[src/rtl/cipher_encoder.sv]
// cipher_encoder: streaming BCD additive cipher, enc=(p+k+j) mod 95, one char per cycle through a 1-deep output register
module cipher_encoder #(
  parameter int ENQLEN = 10,
  parameter int PASSLEN = 5
) (
  input  logic                 CLK,
  input  logic                 RST,
  input  logic                 START,
  input  logic [8*PASSLEN-1:0] PASSWD,
  input  logic                 IN_VALID,
  output logic                 IN_READY,
  input  logic [7:0]           IN_CHAR,
  output logic                 OUT_VALID,
  input  logic                 OUT_READY,
  output logic [7:0]           OUT_CHAR,
  output logic                 BUSY,
  output logic                 DONE,
  output logic                 ERR
);
  localparam int PW = PASSLEN > 1 ? $clog2(PASSLEN) : 1;
  localparam int CW = ENQLEN > 1 ? $clog2(ENQLEN) : 1;
  localparam logic [7:0] J0 = 8'((PASSLEN / 10) * 16 + PASSLEN % 10);
  typedef enum logic [1:0] {IDLE, RUN, DRAIN} state_t;
  state_t state, state_nx;
  logic [8*PASSLEN-1:0] pass_q, pass_sh;
  logic [PW-1:0] pidx;
  logic [CW-1:0] cnt;
  logic [7:0] j_q, k, enc;
  logic [11:0] sum, m1, m2;
  logic in_hs, out_hs, last_in, wrap, bad;
  function automatic logic [11:0] bcd_add(input logic [11:0] a, input logic [11:0] b);
    logic [4:0] s;
    logic [1:0] c;
    c = 2'd0;
    bcd_add = '0;
    for (int d = 0; d < 3; d++) begin
      s = {1'b0, a[4*d+:4]} + {1'b0, b[4*d+:4]} + {3'b000, c};
      c = s >= 5'd20 ? 2'd2 : s >= 5'd10 ? 2'd1 : 2'd0;
      bcd_add[4*d+:4] = s >= 5'd20 ? 4'(s - 5'd20) : s >= 5'd10 ? 4'(s - 5'd10) : s[3:0];
    end
  endfunction
  function automatic logic ge95(input logic [11:0] v);
    return v[11:8] != 4'd0 || (v[7:4] == 4'd9 && v[3:0] >= 4'd5);
  endfunction
  function automatic logic [11:0] sub95(input logic [11:0] v);
    logic b0, b1;
    b0 = v[3:0] < 4'd5;
    b1 = {1'b0, v[7:4]} < 5'd9 + {4'd0, b0};
    return {v[11:8] - {3'b000, b1},
            b1 ? v[7:4] + 4'd1 - {3'b000, b0} : v[7:4] - 4'd9 - {3'b000, b0},
            b0 ? v[3:0] + 4'd5 : v[3:0] - 4'd5};
  endfunction
  always_comb begin
    pass_sh = pass_q << {pidx, 3'b000};
    k = pass_sh[8*PASSLEN-1 -: 8];
    sum = bcd_add(bcd_add({4'd0, IN_CHAR}, {4'd0, k}), {4'd0, j_q});
    m1 = ge95(sum) ? sub95(sum) : sum;
    m2 = ge95(m1) ? sub95(m1) : m1;
    enc = m2[7:0];
    bad = IN_CHAR[7:4] > 4'd9 || IN_CHAR[3:0] > 4'd9 || IN_CHAR > 8'h94;
    IN_READY = state == RUN && (!OUT_VALID || OUT_READY);
    in_hs = IN_READY && IN_VALID;
    out_hs = OUT_VALID && OUT_READY;
    last_in = cnt == CW'(ENQLEN - 1);
    wrap = pidx == PW'(PASSLEN - 1);
    BUSY = state != IDLE;
    DONE = state == DRAIN && out_hs;
    state_nx = state == IDLE ? (START ? RUN : IDLE)
             : state == RUN ? (in_hs && last_in ? DRAIN : RUN)
             : (out_hs ? IDLE : DRAIN);
  end
  always_ff @(posedge CLK) begin
    if (RST) begin
      state <= IDLE;
      pass_q <= '0;
      pidx <= '0;
      cnt <= '0;
      j_q <= J0;
      OUT_VALID <= 1'b0;
      OUT_CHAR <= 8'h00;
      ERR <= 1'b0;
    end else begin
      state <= state_nx;
      OUT_VALID <= in_hs || (OUT_VALID && !OUT_READY);
      if (state == IDLE && START) begin
        pass_q <= PASSWD;
        pidx <= '0;
        cnt <= '0;
        j_q <= J0;
        ERR <= 1'b0;
      end
      if (in_hs) begin
        pidx <= wrap ? '0 : pidx + 1'b1;
        j_q <= wrap ? J0 : j_q[3:0] == 4'd0 ? {j_q[7:4] - 4'd1, 4'd9} : {j_q[7:4], j_q[3:0] - 4'd1};
        cnt <= last_in ? '0 : cnt + 1'b1;
        OUT_CHAR <= enc;
        ERR <= ERR || bad;
      end
    end
  end
endmodule

[config.mk]
export PLATFORM = sky130hd
export DESIGN_NAME = cipher_encoder
export DESIGN_NICKNAME = d
export VERILOG_FILES = /design/src/rtl/cipher_encoder.sv
export SDC_FILE = /design/constraint.sdc
export NUM_CORES = 1
export LEC_CHECK = 0
export CAP_MARGIN = 10
export CORE_ASPECT_RATIO = 1.2
export CORE_MARGIN = 10
export CORE_UTILIZATION = 60
export CTS_BUF_LIST = sky130_fd_sc_hd__clkbuf_4 sky130_fd_sc_hd__clkbuf_8
export DETAILED_ROUTE_END_ITERATION = 6
export DONT_BUFFER_PORTS = 1
export PLACE_DENSITY = 0.82
export SLEW_MARGIN = 20
export SYNTH_ARGS = -nofsm -noshare
export SYNTH_HDL_FRONTEND = slang
export SYNTH_SLANG_ARGS = --single-unit
[constraint.sdc]
create_clock -name CLK -period 12.4 [get_ports CLK]
set_input_delay 1.24 -clock CLK [delete_from_list [all_inputs] [get_ports CLK]]
set_output_delay 1.24 -clock CLK [all_outputs]
set_load 0.1 [all_outputs]
# == After elaboration in Yosys (flattened, before gate mapping) ==
# Cells that the tools add are included.
# classes
reduce_logical,25
n_eq_ne,7
magnitude_cmp,21
add_sub_neg,38
n_mux,43
shift,1
# op_table
operator,n
4-bit two-way mux,19
8-bit two-way mux,5
40-bit by 6-bit << shifter with 40-bit output,1
"4-bit by 3-bit subtractor with 4-bit output, second input constant",7
"4-bit subtractor, second input constant",7
"5-bit by 4-bit greater-or-equal comparator with 1-bit output, second input constant",5
"5-bit greater-or-equal comparator, second input constant",5
4-bit by 4-bit adder with 5-bit output,4
4-bit by 1-bit subtractor with 4-bit output,5
2-bit two-way mux,8
"4-bit by 1-bit adder with 4-bit output, second input constant",3
"4-bit equality test, second input constant",3
12-bit two-way mux,1
"4-bit by 1-bit adder with 5-bit output, first input constant",2
5-bit by 2-bit adder with 5-bit output,2
4-bit by 5-bit less-than comparator with 1-bit output,2
1-bit logical AND,9
3-bit two-way mux,3
"4-bit by 3-bit adder with 4-bit output, second input constant",2
"4-bit by 3-bit greater-or-equal comparator with 1-bit output, second input constant",2
"4-bit > comparator, second input constant",2
"8-bit > comparator, second input constant",1
"4-bit by 3-bit less-than comparator with 1-bit output, second input constant",2
4-bit nonzero test,2
18 further kinds,33
# word_totals
output_inout_bits,13
in_bits,53
reg_bits,67

# == Depth between registers and ports, before layout ==
# depth
depth_word,26
depth_mapped,53
mapped_depth_nobuf,51

# == Least setup slack after synthesis ==
# No wires, ideal clock.
# synth_path
path_kind,register to register
from,register pidx[1]
to,register OUT_CHAR[7]
t_arrival_ps,10603
stages_incl_launch_ff,50
t_required_ps,12280
path_slack_ps,1678
path_buffers,3
setup_ps,120
cell_sequence,dfxtp_1 buf_1 mux2_2 a21oi_1 o21a_1 inv_1 ha_1 a21o_1 a21oi_1 xnor2_1 o21ai_0 fa_1 inv_1 ha_1 fa_1 xor2_1 inv_1 ha_1 [14 not listed] ha_1 fa_1 nor3_1 and2_4 o21bai_4 buf_6 buf_2 mux2i_1 ha_1 o21bai_1 ha_1 ha_1 inv_1 fa_1 nand2b_1 a2111oi_0 o32a_1 o31a_1
# synth_via
elab_chain_cells,26
elab_cells_between_ends,84
cone_classes,32 x add/sub; 18 x order compare; 2 x eq/ne; 1 x shift; 25 x mux; 6 x reduce/logical
# synth_rtl
item,line_no,text
"start, declared",26,logic [PW-1:0] pidx;
"start signal, assigned",93,pidx <= wrap ? '0 : pidx + 1'b1;
40-bit by 6-bit << shifter with 40-bit output *,54,"pass_sh = pass_q << {pidx, 3'b000};"
4-bit by 4-bit adder with 5-bit output,37,"s = {1'b0, a[4*d+:4]} + {1'b0, b[4*d+:4]} + {3'b000, c};"
5-bit by 4-bit greater-or-equal comparator with 1-bit output,"38, 39",
1-bit two-way mux,38,c = s >= 5'd20 ? 2'd2 : s >= 5'd10 ? 2'd1 : 2'd0;
2-bit two-way mux,38,
5-bit by 2-bit adder with 5-bit output,37,
4-bit subtractor / 5-bit by 4-bit greater-or-equal comparator with 1-bit output (equally long branches),"39, 38",
4-bit two-way mux (2 in a row),39,bcd_add[4*d+:4] = s >= 5'd20 ? 4'(s - 5'd20) : s >= 5'd10 ? 4'(s - 5'd10) : s[3:0];
[9 not listed],-,
4-bit nonzero test,43,return v[11:8] != 4'd0 || (v[7:4] == 4'd9 && v[3:0] >= 4'd5);
1-bit logical OR,43,
12-bit two-way mux *,57,m1 = ge95(sum) ? sub95(sum) : sum;
4-bit by 3-bit less-than comparator with 1-bit output,47,b0 = v[3:0] < 4'd5;
4-bit by 1-bit adder with 5-bit output,48,"b1 = {1'b0, v[7:4]} < 5'd9 + {4'd0, b0};"
4-bit by 5-bit less-than comparator with 1-bit output,48,
4-bit two-way mux,50,"b1 ? v[7:4] + 4'd1 - {3'b000, b0} : v[7:4] - 4'd9 - {3'b000, b0},"
8-bit two-way mux *,58,m2 = ge95(m1) ? sub95(m1) : m1;
"end signal, assigned",96,OUT_CHAR <= enc;
"end, declared",15,"output logic [7:0] OUT_CHAR,"
# Mark *: on every way between the ends. The rest lies on a longest branch, timed or not.
# A chain may end at the register's enable or synchronous reset.

# == Worst setup path after layout ==
# layout_path
from,register pidx[2]
to,register OUT_CHAR[6]
# Same word-level chain as after synthesis.

==> impl_results.md <==
* DR vias at 4,776
* Relative slew slack at 31.9%
* Worst-margin pin slew at 1.02 ns
* Gr ovfl total at 0
* Placed Area at 5530 um2
* Worst hold path class: register to register
* Critical path type: register to register
* Tcrit/Tclk final at 93.5%
* Worst Path Buf+Inv at 9
* Reg clk slew, reported paths at 0.07 ns
* # hold bufs at CTS at 0
* Critical Path Slowest Stage Cell: fa_1
* Vias in the first global route at 4,558
* Row Count at 37
* Netlist cell types at 83
* Critical path's most frequent cell: ha_1
* CTS tree: built
* Family with the most delay on the worst path: adder cells
* Warnings, synthesis at 0
* Initial Util at 62.2%
* Primary FF master, synth: dfxtp_1
* Setup-failing EPs final at 0
* Clk sinks at 67
* Ports at 66
* Crit path DAT at 11.79 ns
* Register bit total from synthesis at 67
* Share of cells above drive strength 1 at 9.20%
* Clock buffer depth at 2
* Port bufs at 0
* Max_cap viols at 0
* First drt pass iteration count at 5
* Achievable Freq at 86.3 MHz
* Post-CTS setup buffers at 0
* Latest clock arrival within the worst-skew pair at 0.34 ns
* Routed WL per cell at 16.8 um
* Syn_nets at 790
* Diode count at 0
* Most common cell after layout, fill and taps aside: nand2_1
* CTS buffer count at 9
* Max Slew Vio Count at 0
* DIE AREA at 13,200 um2
* Final non-filler cell total at 780
* CP max FO at 20
* Post-synth EDFFs at 0
* Place WS at 0.706 ns
* Final Instance Area at 5740 um2
* First-pass GRT wire length at 21,000 um
* Post-synth ARST share at 0%
* CP Data Required Time at 12.60 ns
* Drt total wl at 13,100 um
* Dpl cells at 765
* Post-cts gate resize count at 0
* Area growth syn-to-layout at 5.94%
* Post-Syn Area at 5420 um2
* Final period demand of the worst path at 11.59 ns
* GPL Wtd Cong at 0.832
* Htree depth at 3
* Pin count of the biggest net entering global routing at 61
* R2R Setup Slk at 0.81 ns
* Crit end category: register
* DIE HEIGHT at 124 um
* Max stage delay on crit path at 0.62 ns
* DRC violations left at 0
* Antenna viol nets, final at 0
* Mapped Avg Cell Area at 8.10 um2
* Total Nets Final at 780
* Die width at 107 um
* Outcome: finished clean
* Post-route worst setup slack at 0.809 ns
* Initial antenna violation count at 0
* Area of the core at 8700 um2
* Type of origin of the critical path: register
* Worst Skew at 0.00895 ns
* Vias/cell at 6.12
* Post-detail-place hpwl at 10,300 um
* Tot GR Track Use at 19.1%
* Starting DRC count in detailed routing at 357
* Gate Count Post-Synth at 669
* Final hold vios at 0
* Most frequent cells in the layout: nand2_1, a21oi_1, dfxtp_1
* Seq/Total Area, Yosys at 24.8%
* CTS root buf: clkbuf_8
-- synth_stat cells (6+ instances only) --
master	n	area (um2)
a21oi_1	74	370
a22o_1	6	52.6
a31oi_1	7	43.8
and3_1	7	43.8
clkbuf_1	18	67.6
dfxtp_1	67	1340
fa_1	11	220
ha_1	57	713
inv_1	57	214
mux2i_1	12	120
mux4_2	7	158
nand2_1	121	454
nand2b_1	6	37.5
nand3_1	14	70.1
nor2_1	34	128
nor2b_1	6	37.5
nor3_1	12	60.1
o21ai_0	20	100
or3_1	7	43.8
xnor2_1	7	61.3
-- stage by stage --
stage          utilization [%]  setup TNS [ns]  hold slack [ns]
2_1_floorplan                -               0            0.433
3_3_place_gp              63.5               0            0.436
3_5_place_dp              63.5               0            0.441
4_1_cts                   65.8               0            0.451
5_1_grt                   65.9      -0.0000799            0.474
6_report                  65.9               0            0.449
-- cells by family (layout without fill, tap and decap cells) --
| family | count (synthesis) | after routing | share of synthesized area, % |
|---|---|---|---|
| compound gates | 179 | 179 | 23.1 |
| xor+xnor | 13 | 13 | 2.24 |
| fa+ha+maj | 68 | 68 | 17.2 |
| buf+inv | 86 | 80 | 6.31 |
| flops | 67 | 67 | 24.8 |
| mux | 23 | 23 | 6.24 |
| simple gates | 233 | 233 | 20.2 |
-- per-layer routing --
layer,vias up,wire length [um],GRT usage (%)
met5,-,0,0
met4,0,204,6.10
met3,20,763,3.51
met2,158,6720,34.3
met1,2252,5440,22.4
li1,2346,-,-
-- registers in the layout, indices dropped and copies added, names as in the netlist --
signal / flops
pidx: 3
cnt: 4
ERR: 1
pass_q: 40
OUT_VALID: 1
state: 2
j_q: 8
OUT_CHAR: 8
-- worst paths after layout --
kind / end / cells after the start / from
worst max-delay path: OUT_CHAR[6] / 47 / pidx[2]
worst min-delay path: pass_q[37] / 2 / pass_q[37]
worst max register to register: OUT_CHAR[6] / 47 / pidx[2]
worst min register to register: pass_q[37] / 2 / pass_q[37]
-- tightest hold or removal path: stages, from the launching register on --
cell and delay [ns]:
dfxtp_1 0.31, nand2_1 0.05, a21oi_1 0.05
-- layout make-up --
cell class | instances | area (um2)
sequential | 67 | 1340
multi-input combinational | 516 | 3750
tap | 117 | 146
clock buffer | 12 | 159
inverter | 61 | 229
fill | 746 | 2970
timing repair buffer | 4 | 65.1
clock inverter | 3 | 46.3
Power is left out: the tool's default activity adds up to more than one toggle a clock period on the data nets, which glitch-free logic cannot reach.
